<file path="config.mk">
export PLATFORM = sky130hd
export DESIGN_NAME = tu56_fe_arb
export DESIGN_NICKNAME = d
export VERILOG_FILES = /design/src/rtl/tu56_fe_arb.sv
export SDC_FILE = /design/constraint.sdc
export NUM_CORES = 1
export LEC_CHECK = 0
export CORE_AREA = 2 2 160 162
export DETAILED_ROUTE_END_ITERATION = 10
export DIE_AREA = 0 0 162 164
export PLACE_DENSITY = 0.72
export SLEW_MARGIN = 25
export SYNTH_ARGS = -nofsm -noshare
export SYNTH_HDL_FRONTEND = slang
export SYNTH_SLANG_ARGS = --single-unit
</file>
<file path="constraint.sdc">
create_clock -name clk -period 3.15 [get_ports clk]
set_clock_uncertainty 0.1 [all_clocks]
set_input_delay 0.63 -clock clk [delete_from_list [all_inputs] [get_ports clk]]
set_output_delay 0.63 -clock clk [all_outputs]
set_load 0.02 [all_outputs]
</file>
<file path="src/rtl/tu56_fe_arb.sv">
// tu56_fe_arb: shares the front-end host slave port among N TU56 drive units.
// Units are granted one at a time in round-robin order. Host data accesses go
// to the granted unit, and switch-register accesses go to the unit in the
// select register.
module tu56_fe_arb #(
  parameter int N       = 8,
  parameter int TIMEOUT = 4096
) (
  input  logic              clk,
  input  logic              reset_n,
  input  logic [1:0]        h_address,
  input  logic              h_read,
  input  logic              h_write,
  input  logic [31:0]       h_writedata,
  output logic [31:0]       h_readdata,
  output logic              h_irq,
  input  logic [4*N-1:0]    u_rq,
  output logic              u_address,
  output logic [N-1:0]      u_read,
  output logic [N-1:0]      u_write,
  output logic [31:0]       u_writedata,
  input  logic [32*N-1:0]   u_readdata
);

  localparam int UW = 3;
  localparam int CW = $clog2(TIMEOUT + 1);

  typedef enum logic {
    IDLE  = 1'b0,
    GRANT = 1'b1
  } state_t;

  state_t          state_r, state_s;
  logic [UW-1:0]   gnt_r, gnt_s;
  logic [UW-1:0]   last_r, last_s;
  logic [UW-1:0]   sel_r, sel_s;
  logic            ovr_r, ovr_s;
  logic            irq_r, irq_s;
  logic [CW-1:0]   cnt_r, cnt_s;

  logic [N-1:0]    pend_s;
  logic [3:0]      rq_arr_s [N];
  logic [31:0]     rd_arr_s [N];
  logic            found_s;
  logic [UW-1:0]   found_idx_s;
  logic            set_ovr_s;
  logic            clr_ovr_s;
  logic [31:0]     status_s;

  // Unpack the flat per-unit buses and derive each unit's service-pending bit.
  always_comb begin
    for (int i = 0; i < N; i++) begin
      rq_arr_s[i] = u_rq[4*i +: 4];
      rd_arr_s[i] = u_readdata[32*i +: 32];
      pend_s[i]   = u_rq[4*i+2] | u_rq[4*i+3];
    end
  end

  // Round-robin search: find the first pending unit after the last one served.
  always_comb begin
    int            idx_v;
    logic [UW-1:0] cand_v;
    idx_v       = 0;
    cand_v      = '0;
    found_s     = 1'b0;
    found_idx_s = '0;
    for (int k = 1; k <= N; k++) begin
      idx_v  = (int'(last_r) + k) % N;
      cand_v = UW'(idx_v);
      if (!found_s && pend_s[cand_v]) begin
        found_s     = 1'b1;
        found_idx_s = cand_v;
      end else begin
        found_s     = found_s;
      end
    end
  end

  // Status word: valid, granted unit, its live request bits, sticky overrun.
  always_comb begin
    status_s = {23'd0, ovr_r, rq_arr_s[gnt_r], gnt_r, (state_r == GRANT)};
  end

  // Next-state and next-register values for the grant FSM and host registers.
  always_comb begin
    state_s   = state_r;
    gnt_s     = gnt_r;
    last_s    = last_r;
    irq_s     = irq_r;
    cnt_s     = cnt_r;
    sel_s     = sel_r;
    set_ovr_s = 1'b0;
    clr_ovr_s = 1'b0;

    case (state_r)
      IDLE: begin
        if (found_s) begin
          state_s = GRANT;
          gnt_s   = found_idx_s;
          irq_s   = 1'b1;
          cnt_s   = '0;
        end else begin
          state_s = IDLE;
        end
      end
      GRANT: begin
        if (!pend_s[gnt_r]) begin
          state_s = IDLE;
          last_s  = gnt_r;
          irq_s   = 1'b0;
        end else if (cnt_r != CW'(TIMEOUT)) begin
          // Overrun fires once, on the cycle the counter reaches TIMEOUT, so a
          // host clear after saturation sticks while the grant is still held.
          cnt_s     = cnt_r + CW'(1);
          set_ovr_s = (cnt_r == CW'(TIMEOUT - 1));
        end else begin
          cnt_s = cnt_r;
        end
      end
      default: begin
        state_s = IDLE;
      end
    endcase

    if (h_write && (h_address == 2'd3) && (int'(h_writedata[2:0]) < N)) begin
      sel_s = h_writedata[UW-1:0];
    end else begin
      sel_s = sel_r;
    end

    if (h_write && (h_address == 2'd2) && h_writedata[8]) begin
      clr_ovr_s = 1'b1;
    end else begin
      clr_ovr_s = 1'b0;
    end

    if (set_ovr_s) begin
      ovr_s = 1'b1;
    end else if (clr_ovr_s) begin
      ovr_s = 1'b0;
    end else begin
      ovr_s = ovr_r;
    end
  end

  // State and register update; reset overrides every other event.
  always_ff @(posedge clk) begin
    if (!reset_n) begin
      state_r <= IDLE;
      gnt_r   <= '0;
      last_r  <= UW'(N - 1);
      sel_r   <= '0;
      ovr_r   <= 1'b0;
      irq_r   <= 1'b0;
      cnt_r   <= '0;
    end else begin
      state_r <= state_s;
      gnt_r   <= gnt_s;
      last_r  <= last_s;
      sel_r   <= sel_s;
      ovr_r   <= ovr_s;
      irq_r   <= irq_s;
      cnt_r   <= cnt_s;
    end
  end

  // Host access routing: strobes to one unit at most, plus the read-data mux.
  always_comb begin
    u_address  = 1'b0;
    u_read     = '0;
    u_write    = '0;
    h_readdata = 32'd0;
    case (h_address)
      2'd0: begin
        if (state_r == GRANT) begin
          // A unit is never strobed while reset is asserted.
          u_read[gnt_r]  = h_read & reset_n;
          u_write[gnt_r] = h_write & reset_n;
          h_readdata     = rd_arr_s[gnt_r];
        end else begin
          h_readdata = 32'd0;
        end
      end
      2'd1: begin
        u_address      = 1'b1;
        u_read[sel_r]  = h_read & reset_n;
        u_write[sel_r] = h_write & reset_n;
        h_readdata     = rd_arr_s[sel_r];
      end
      2'd2: begin
        h_readdata = status_s;
      end
      2'd3: begin
        h_readdata = {29'd0, sel_r};
      end
      default: begin
        h_readdata = 32'd0;
      end
    endcase
  end

  assign h_irq       = irq_r;
  assign u_writedata = h_writedata;

endmodule

</file>
==> impl_metrics.csv, run 1 <==
group,metric,value,unit
outcome,status,"finished, final reports clean",
timing,hold_viol_final,0,
pwr,comb_power_share,76.2,%
setup_path,end_kind,"output port",
yosys,syn_area,6230,um^2
yosys,syn_inst,746,
clock_tree,clk_pin_slew_worst_paths,0.07,ns
global_route,track_usage,23.7,%
clock_tree,htree_levels,1,
worst_hold_path,hold_class,"reg -> reg",
clock_tree,root_buffer,"clkbuf_16",
yosys,synth_top_family_by_area,"multiplexers",
yosys,syn_nets,1076,
global_route,grt_max_degree,27,
yosys,synth_compound_area_share,30.3,%
yosys,syn_avg_cell_area,8.35,um^2
final_layout,diodes,0,
drt,finalWirelength,33.4,mm
setup_path,worstSetupPathType,"in -> out",
clock_tree,clkSinkCount,25,
clock_tree,cts_tree,"done",
yosys,yosysMostFrequentCell,"a22oi_1",
run,maxCapViolCount,0,
timing,drv_slew,0,
yosys,synthMuxAreaShare,31.9,%
setup_path,crit_fanout,2,
worst_hold_path,hold_end,"h_irq$_SDFFE_PN0P_",
setup_path,reg2reg_from,"last_r[0]$_SDFFE_PN1P_",
final_layout,nFillCells,2414,
pwr,power_frac_clock,10.8,%
final_layout,syn2layout_area_growth,78.9,%
clock_tree,cts_buffers,3,
yosys,yosysSeqAreaShare,8.03,%
floorplanning,num_rows,58,
floorplanning,die_h,164,um
floorplanning,initial_core_util,25.1,%
yosys,ys.flop_type,"dfxtp_1",
pwr,seqPwrFrac,12.9,%
floorplanning,core_area,24800,um^2
placement,dp_hpwl,26.4,mm
timing,achievable-frequency,320,MHz
placement,dp.cells,1464,
placement,port_buffers,351,
clock_tree,clock_path_buffers,2,
final_layout,fin_cells,1481,
pwr,ir_drop,0.202,mV
worst_hold_path,hp-start,"h_irq$_SDFFE_PN0P_",
drt,drc_errors,0,
global_route,antenna_found_initial,0,
yosys,synth_edf_count,0,
worst_hold_path,holdPathStages,2,
drt,postRouteAntennaNets,0,
timing,min_period_over_period,99.3,%
yosys,async_flop_share,0,%
yosys,ys_warn_count,0,
timing,setup_violations,0,
pwr,cellLeakagePower,0.00402,uW
clock_tree,clkLatencyLatePin,0.27,ns
yosys,yosysTopAreaCell,"mux4_2",
yosys,synth-seq-cells,25,
yosys,ys_top_cells_by_area,"mux4_2 25%, a22oi_1 18%, dfxtp_1 8.0%",
yosys,synth_xor_area_share,1.83,%
timing,relSlewSlack,70.9,%
setup_path,reg2reg_setup_slack,0.15,ns
pwr,p_sw_share,41.7,%
floorplanning,design.portCount,408,
placement,finalWeightedCongestion,0.980,
global_route,grt_pass1_vias,8923,
drt,routedWlPerCell,22.6,um
yosys,synth_adder_area_share,0.803,%
yosys,synth_cell_types,64,
yosys,yosysTopAreaCellShare,24.9,%
clock_tree,cts_hold_buf,0,
floorplanning,die_area,26600,um^2
timing,period_needed,3.13,ns
pwr,power_density,252,nW/um^2
yosys,synth_common_cells,"151 x a22oi_1, 69 x mux4_2, 58 x clkbuf_1",
drt,drt-pass1-iter-count,6,
setup_path,cp-start-kind,"primary input",
pwr,cell_internal_pwr,1640,uW
final_layout,drive_gt1_share,24.0,%
global_route,overflow,0,
drt,vias,8744,
final_layout,final_area,11100,um^2
yosys,synth-simple-area-share,17.7,%
placement,place_area,10900,um^2
drt,viasPerCell,5.90,
drt,drt_iter0_drc,988,
global_route,grt_pass1_wl,49.3,mm
setup_path,rr_endpoint,"gnt_r[0]$_SDFFE_PN0P_",
pwr,p_sw,1170,uW
setup_path,worstPathRequired,2.42,ns
timing,worst_pin_slew,0.437,ns
setup_path,r2r_cells,10,
setup_path,worstPathArrival,2.40,ns
floorplanning,die_x,162,um
final_layout,final_nets,1482,
flip-flops by register name, summed over array words and instances (netlist names):
signal and count:
cnt_r 13, gnt_r 3, h_irq 1, last_r 3, ovr_r 1, sel_r 3
state_r 1
layer usage:
metal / global-route usage (%) / up-vias / wire, um
met5: 1.70 / - / 58
met4: 8.00 / 2 / 1040
met3: 4.97 / 104 / 3270
met2: 40.0 / 643 / 16000
met1: 30.0 / 4169 / 13100
li1: - / 3826 / -
power by group through the flow:
stage / registers (uW) / clock network [uW] / logic [uW]
final: 364 / 305 / 2140
after global routing: 367 / 318 / 2280
after CTS: 364 / 305 / 2090
after detailed placement: 367 / 0 / 2040
after global placement: 365 / 0 / 2020
after floorplan: 350 / 0 / 1020
worst max-delay path by stage:
stage,startpoint,endpoint,cells past startpoint
global placement,u_readdata[232],h_readdata[8],6
floorplan,last_r[1]$_SDFFE_PN1P_,cnt_r[3]$_SDFFE_PN0P_,12
detailed placement,u_readdata[232],h_readdata[8],6
global route,u_rq[31],cnt_r[0]$_SDFFE_PN0P_,11
finish,u_readdata[232],h_readdata[8],6
CTS,u_rq[14],cnt_r[1]$_SDFFE_PN0P_,10
kinds of logic (layout without fill, tap and decap cells):
kind of cell    after synthesis  in the layout
compound gates              263            263
xor+xnor                     13             13
fa+ha+maj                     4              4
buf+inv                     116            521
flops                        25             25
mux                         111            111
simple gates                214            214
metrics by stage:
step,total power [uW],setup TNS (ns),hold slack (ns),setup WS [ns],utilization (%)
global placement,2390,-9.38,0.384,-0.351,43.9
CTS,2760,-0.000512,0.393,-0.000512,44.6
detailed placement,2410,-10.52,0.383,-0.337,43.9
floorplan,1370,0,0.379,0.0632,-
finish,2810,0,0.387,0.0231,44.9
global route,2960,-0.0329,0.429,-0.0114,44.9
cells in the final DEF, fill, tap and decap left out, types with 17 or more instances in the layout:
cell type | netlist | routed
clkdlybuf4s50_1 | 0 | 302
a22oi_1 | 151 | 151
buf_4 | 34 | 135
mux4_2 | 69 | 69
nand2_1 | 50 | 50
nor2_1 | 51 | 47
dlygate4sd2_1 | 0 | 43
mux2i_1 | 41 | 41
nand4_1 | 36 | 36
o21ai_0 | 34 | 33
dfxtp_1 | 25 | 19
a21oi_1 | 18 | 17
cell type report:
cell class | instances | area, um^2 | share of cell area, %
multi-input cells | 605 | 5260 | 47.2
repair buffers | 506 | 4830 | 43.3
flip-flops and latches | 25 | 513 | 4.60
well taps | 330 | 413 | 3.70
clock buffers | 3 | 75.1 | 0.673
inverters | 11 | 43.8 | 0.393
clock inverters | 1 | 8.76 | 0.0786
worst max-delay path, cell delays in order:
cell and delay (ns):
clkdlybuf4s50_1 0.46, mux4_2 0.55, mux2i_1 0.24, nor2_1 0.07, a221o_1 0.27, buf_2 0.17
repair_timing:
action | CTS | global route
setup endpoints to repair | 50 | 30
gates cloned | 1 | 0
pin swaps | 3 | 8
gates resized for setup | 69 | 18
setup buffers | 8 | 4
Note: power is estimated with default switching activity, not from simulation.
==> run 2: changes to the inputs <==
--- a/config.mk
+++ b/config.mk
@@ -5,10 +5,11 @@
 export SDC_FILE = /design/constraint.sdc
 export NUM_CORES = 1
 export LEC_CHECK = 0
-export CORE_AREA = 2 2 160 162
+export CELL_PAD_IN_SITES_DETAIL_PLACEMENT = 0
+export CELL_PAD_IN_SITES_GLOBAL_PLACEMENT = 1
+export CORE_UTILIZATION = 23
 export DETAILED_ROUTE_END_ITERATION = 10
-export DIE_AREA = 0 0 162 164
-export PLACE_DENSITY = 0.72
+export PLACE_DENSITY = 0.89
 export SLEW_MARGIN = 25
 export SYNTH_ARGS = -nofsm -noshare
 export SYNTH_HDL_FRONTEND = slang
==> run 2 against run 1 <==
Combinational power is essentially flat. Via count is 1.2% lower. Critical path type is now in -> reg. Die area up 4.5%. First-iteration DRC count decreased by 11%. Clock power down 3%. Count of clock-buffer cells in the layout stayed put. Worst setup slack gained 0.022 ns. The flow now finishes with violations (DRC). Highest routed layer is now met4.
==> impl_metrics.csv, run 2 (same netlist as run 1, synthesis figures left out) <==
group,metric,value,unit
setup_path,crit_start,"u_rq[14]",
timing,period_needed,3.10,ns
drt,postRouteAntennaNets,0,
worst_hold_path,hold_class,"reg -> reg",
setup_path,crit_end,"cnt_r[0]$_SDFFE_PN0P_",
pwr,cell_internal_pwr,1650,uW
pwr,totalPowerFinal,2830,uW
timing,min_period_over_period,98.6,%
global_route,track_usage,24.8,%
setup_path,reg2reg_setup_slack,0.09,ns
clock_tree,clk_pin_slew_worst_paths,0.07,ns
pwr,power_density,252,nW/um^2
clock_tree,clock_path_buffers,2,
floorplanning,die_area,27800,um^2
global_route,grt_pass1_vias,8911,
setup_path,rr_endpoint,"cnt_r[0]$_SDFFE_PN0P_",
drt,routedWlPerCell,24.2,um
clock_tree,root_buffer,"clkbuf_16",
outcome,violations,"DRC",
setup_path,reg2reg_from,"last_r[0]$_SDFFE_PN1P_",
floorplanning,design.portCount,408,
pwr,ir_drop,0.196,mV
final_layout,final_nets,1479,
drt,viasPerCell,5.82,
global_route,grt_pass1_wl,52.8,mm
timing,finalWorstSetupSlack,0.0454,ns
drt,drt-pass1-iter-count,10,
timing,setup_violations,0,
floorplanning,die_h,167,um
clock_tree,cts_tree,"done",
placement,place_area,11000,um^2
pwr,power_frac_clock,10.4,%
timing,hold_ws,0.416,ns
global_route,antenna_found_initial,0,
pwr,p_sw_share,41.7,%
final_layout,diodes,0,
floorplanning,num_rows,59,
outcome,status,"finished, violations left",
final_layout,syn2layout_area_growth,80.2,%
setup_path,end_kind,"flop",
clock_tree,clkSinkCount,25,
clock_tree,clkLatencyLatePin,0.26,ns
floorplanning,die_x,167,um
pwr,seqPwrFrac,12.8,%
drt,drc_errors,14,
floorplanning,core_area,26300,um^2
clock_tree,cts_hold_buf,0,
drt,vias,8635,
final_layout,final_area,11200,um^2
pwr,p_sw,1180,uW
global_route,overflow,0,
final_layout,nFillCells,2629,
final_layout,final_common_cell,"clkdlybuf4s50_1",
setup_path,worstSetupPathType,"in -> reg",
final_layout,top_register,"cnt_r",
timing,relSlewSlack,66.6,%
clock_tree,htree_levels,1,
drt,finalWirelength,35.9,mm
final_layout,drive_gt1_share,25.3,%
setup_path,r2r_cells,12,
timing,rsz0062_at_grt,"true",
timing,worst_pin_slew,0.496,ns
setup_path,worstPathArrival,3.20,ns
timing,hold_viol_final,0,
drt,drt_iter0_drc,884,
worst_hold_path,holdPathStages,2,
final_layout,final_cell_mix,"296 x clkdlybuf4s50_1, 148 x a22oi_1, 128 x buf_4",
pwr,cellLeakagePower,0.00410,uW
setup_path,worstPathRequired,3.24,ns
placement,finalWeightedCongestion,0.981,
timing,achievable-frequency,322,MHz
pwr,comb_power_share,76.8,%
setup_path,crit_fanout,6,
global_route,grt_max_degree,28,
placement,dp_hpwl,28.4,mm
placement,place_ws,-0.378,ns
timing,drv_slew,0,
floorplanning,initial_core_util,23.7,%
final_layout,largest_register_ffs,13,
clock_tree,cts_buffers,3,
run,maxCapViolCount,0,
final_layout,post-route-util,42.7,%
placement,port_buffers,351,
setup_path,cp-start-kind,"primary input",
-- run 2: cell types whose count changed in the layout (fill, tap and decap cells not counted), moves of 3 or more --
cell	change
nor2_4	+3
o21ai_1	+3
o21ai_0	-4
dlymetal6s2s_1	+9
clkdlybuf4s50_1	-6
buf_12	+3
buf_4	-7
a22oi_1	-3
dlygate4sd2_1	-15
clkbuf_2	+8
a22oi_2	+3
-- run 2: what timing repair did --
action	in CTS	in global routing
buffers inserted	2	3
pin swaps	0	9
endpoints found under the setup margin	55	38
gates resized for setup	72	62
gates cloned	1	1
-- run 2: power by group through the flow --
stage | logic (uW) | registers [uW] | clock network, uW
4_1_cts | 2130 | 363 | 298
2_1_floorplan | 1020 | 350 | 0
3_3_place_gp | 2120 | 367 | 0
3_5_place_dp | 2130 | 369 | 0
5_1_grt | 2320 | 367 | 313
6_report | 2170 | 364 | 295
-- run 2: how the worst min path moves through the flow --
stage                       startpoint                 end  slack (ns)
finish              h_irq$_SDFFE_PN0P_  h_irq$_SDFFE_PN0P_        0.42
global route        h_irq$_SDFFE_PN0P_  h_irq$_SDFFE_PN0P_        0.43
CTS                 h_irq$_SDFFE_PN0P_  h_irq$_SDFFE_PN0P_        0.42
detailed placement  ovr_r$_SDFFE_PN0P_  ovr_r$_SDFFE_PN0P_        0.40
global placement    h_irq$_SDFFE_PN0P_  h_irq$_SDFFE_PN0P_        0.38
floorplan           ovr_r$_SDFFE_PN0P_  ovr_r$_SDFFE_PN0P_        0.38
-- run 2: layer usage --
| metal | global-route usage, % | vias to the layer above | routed length [um] | part of all wire [%] |
|---|---|---|---|---|
| met5 | 0 | - | 0 | 0 |
| met4 | 8.53 | 0 | 1200 | 3.3 |
| met3 | 3.11 | 83 | 2310 | 6.4 |
| met2 | 42.9 | 522 | 17700 | 49 |
| met1 | 31.6 | 4214 | 14700 | 41 |
| li1 | - | 3816 | - | - |
-- run 2: layout make-up --
type	count	area, um^2	share of cell area [%]
multi-input cells	606	5300	47.2
clock buffers	3	75.1	0.669
inverters	11	43.8	0.390
repair buffers	502	4870	43.4
flip-flops and latches	25	513	4.57
clock inverters	1	8.76	0.0780
well taps	335	419	3.73
-- run 2: critical path, cell delays in order --
cell	delay (ns)
clkdlybuf4s50_1	0.44
nor3_2	0.22
a21oi_2	0.08
mux4_2	0.48
or2_1	0.24
or4_4	0.45
o21ai_4	0.31
buf_6	0.16
nand2_1	0.04
a21boi_0	0.14
-- run 2: per-stage QoR --
step                      std cells  setup TNS (ns)
final                          1483               0
after floorplan                 746               0
after CTS                      1479         -0.0168
after global routing           1483          -0.472
after global placement         1472          -11.78
after detailed placement       1472          -12.02
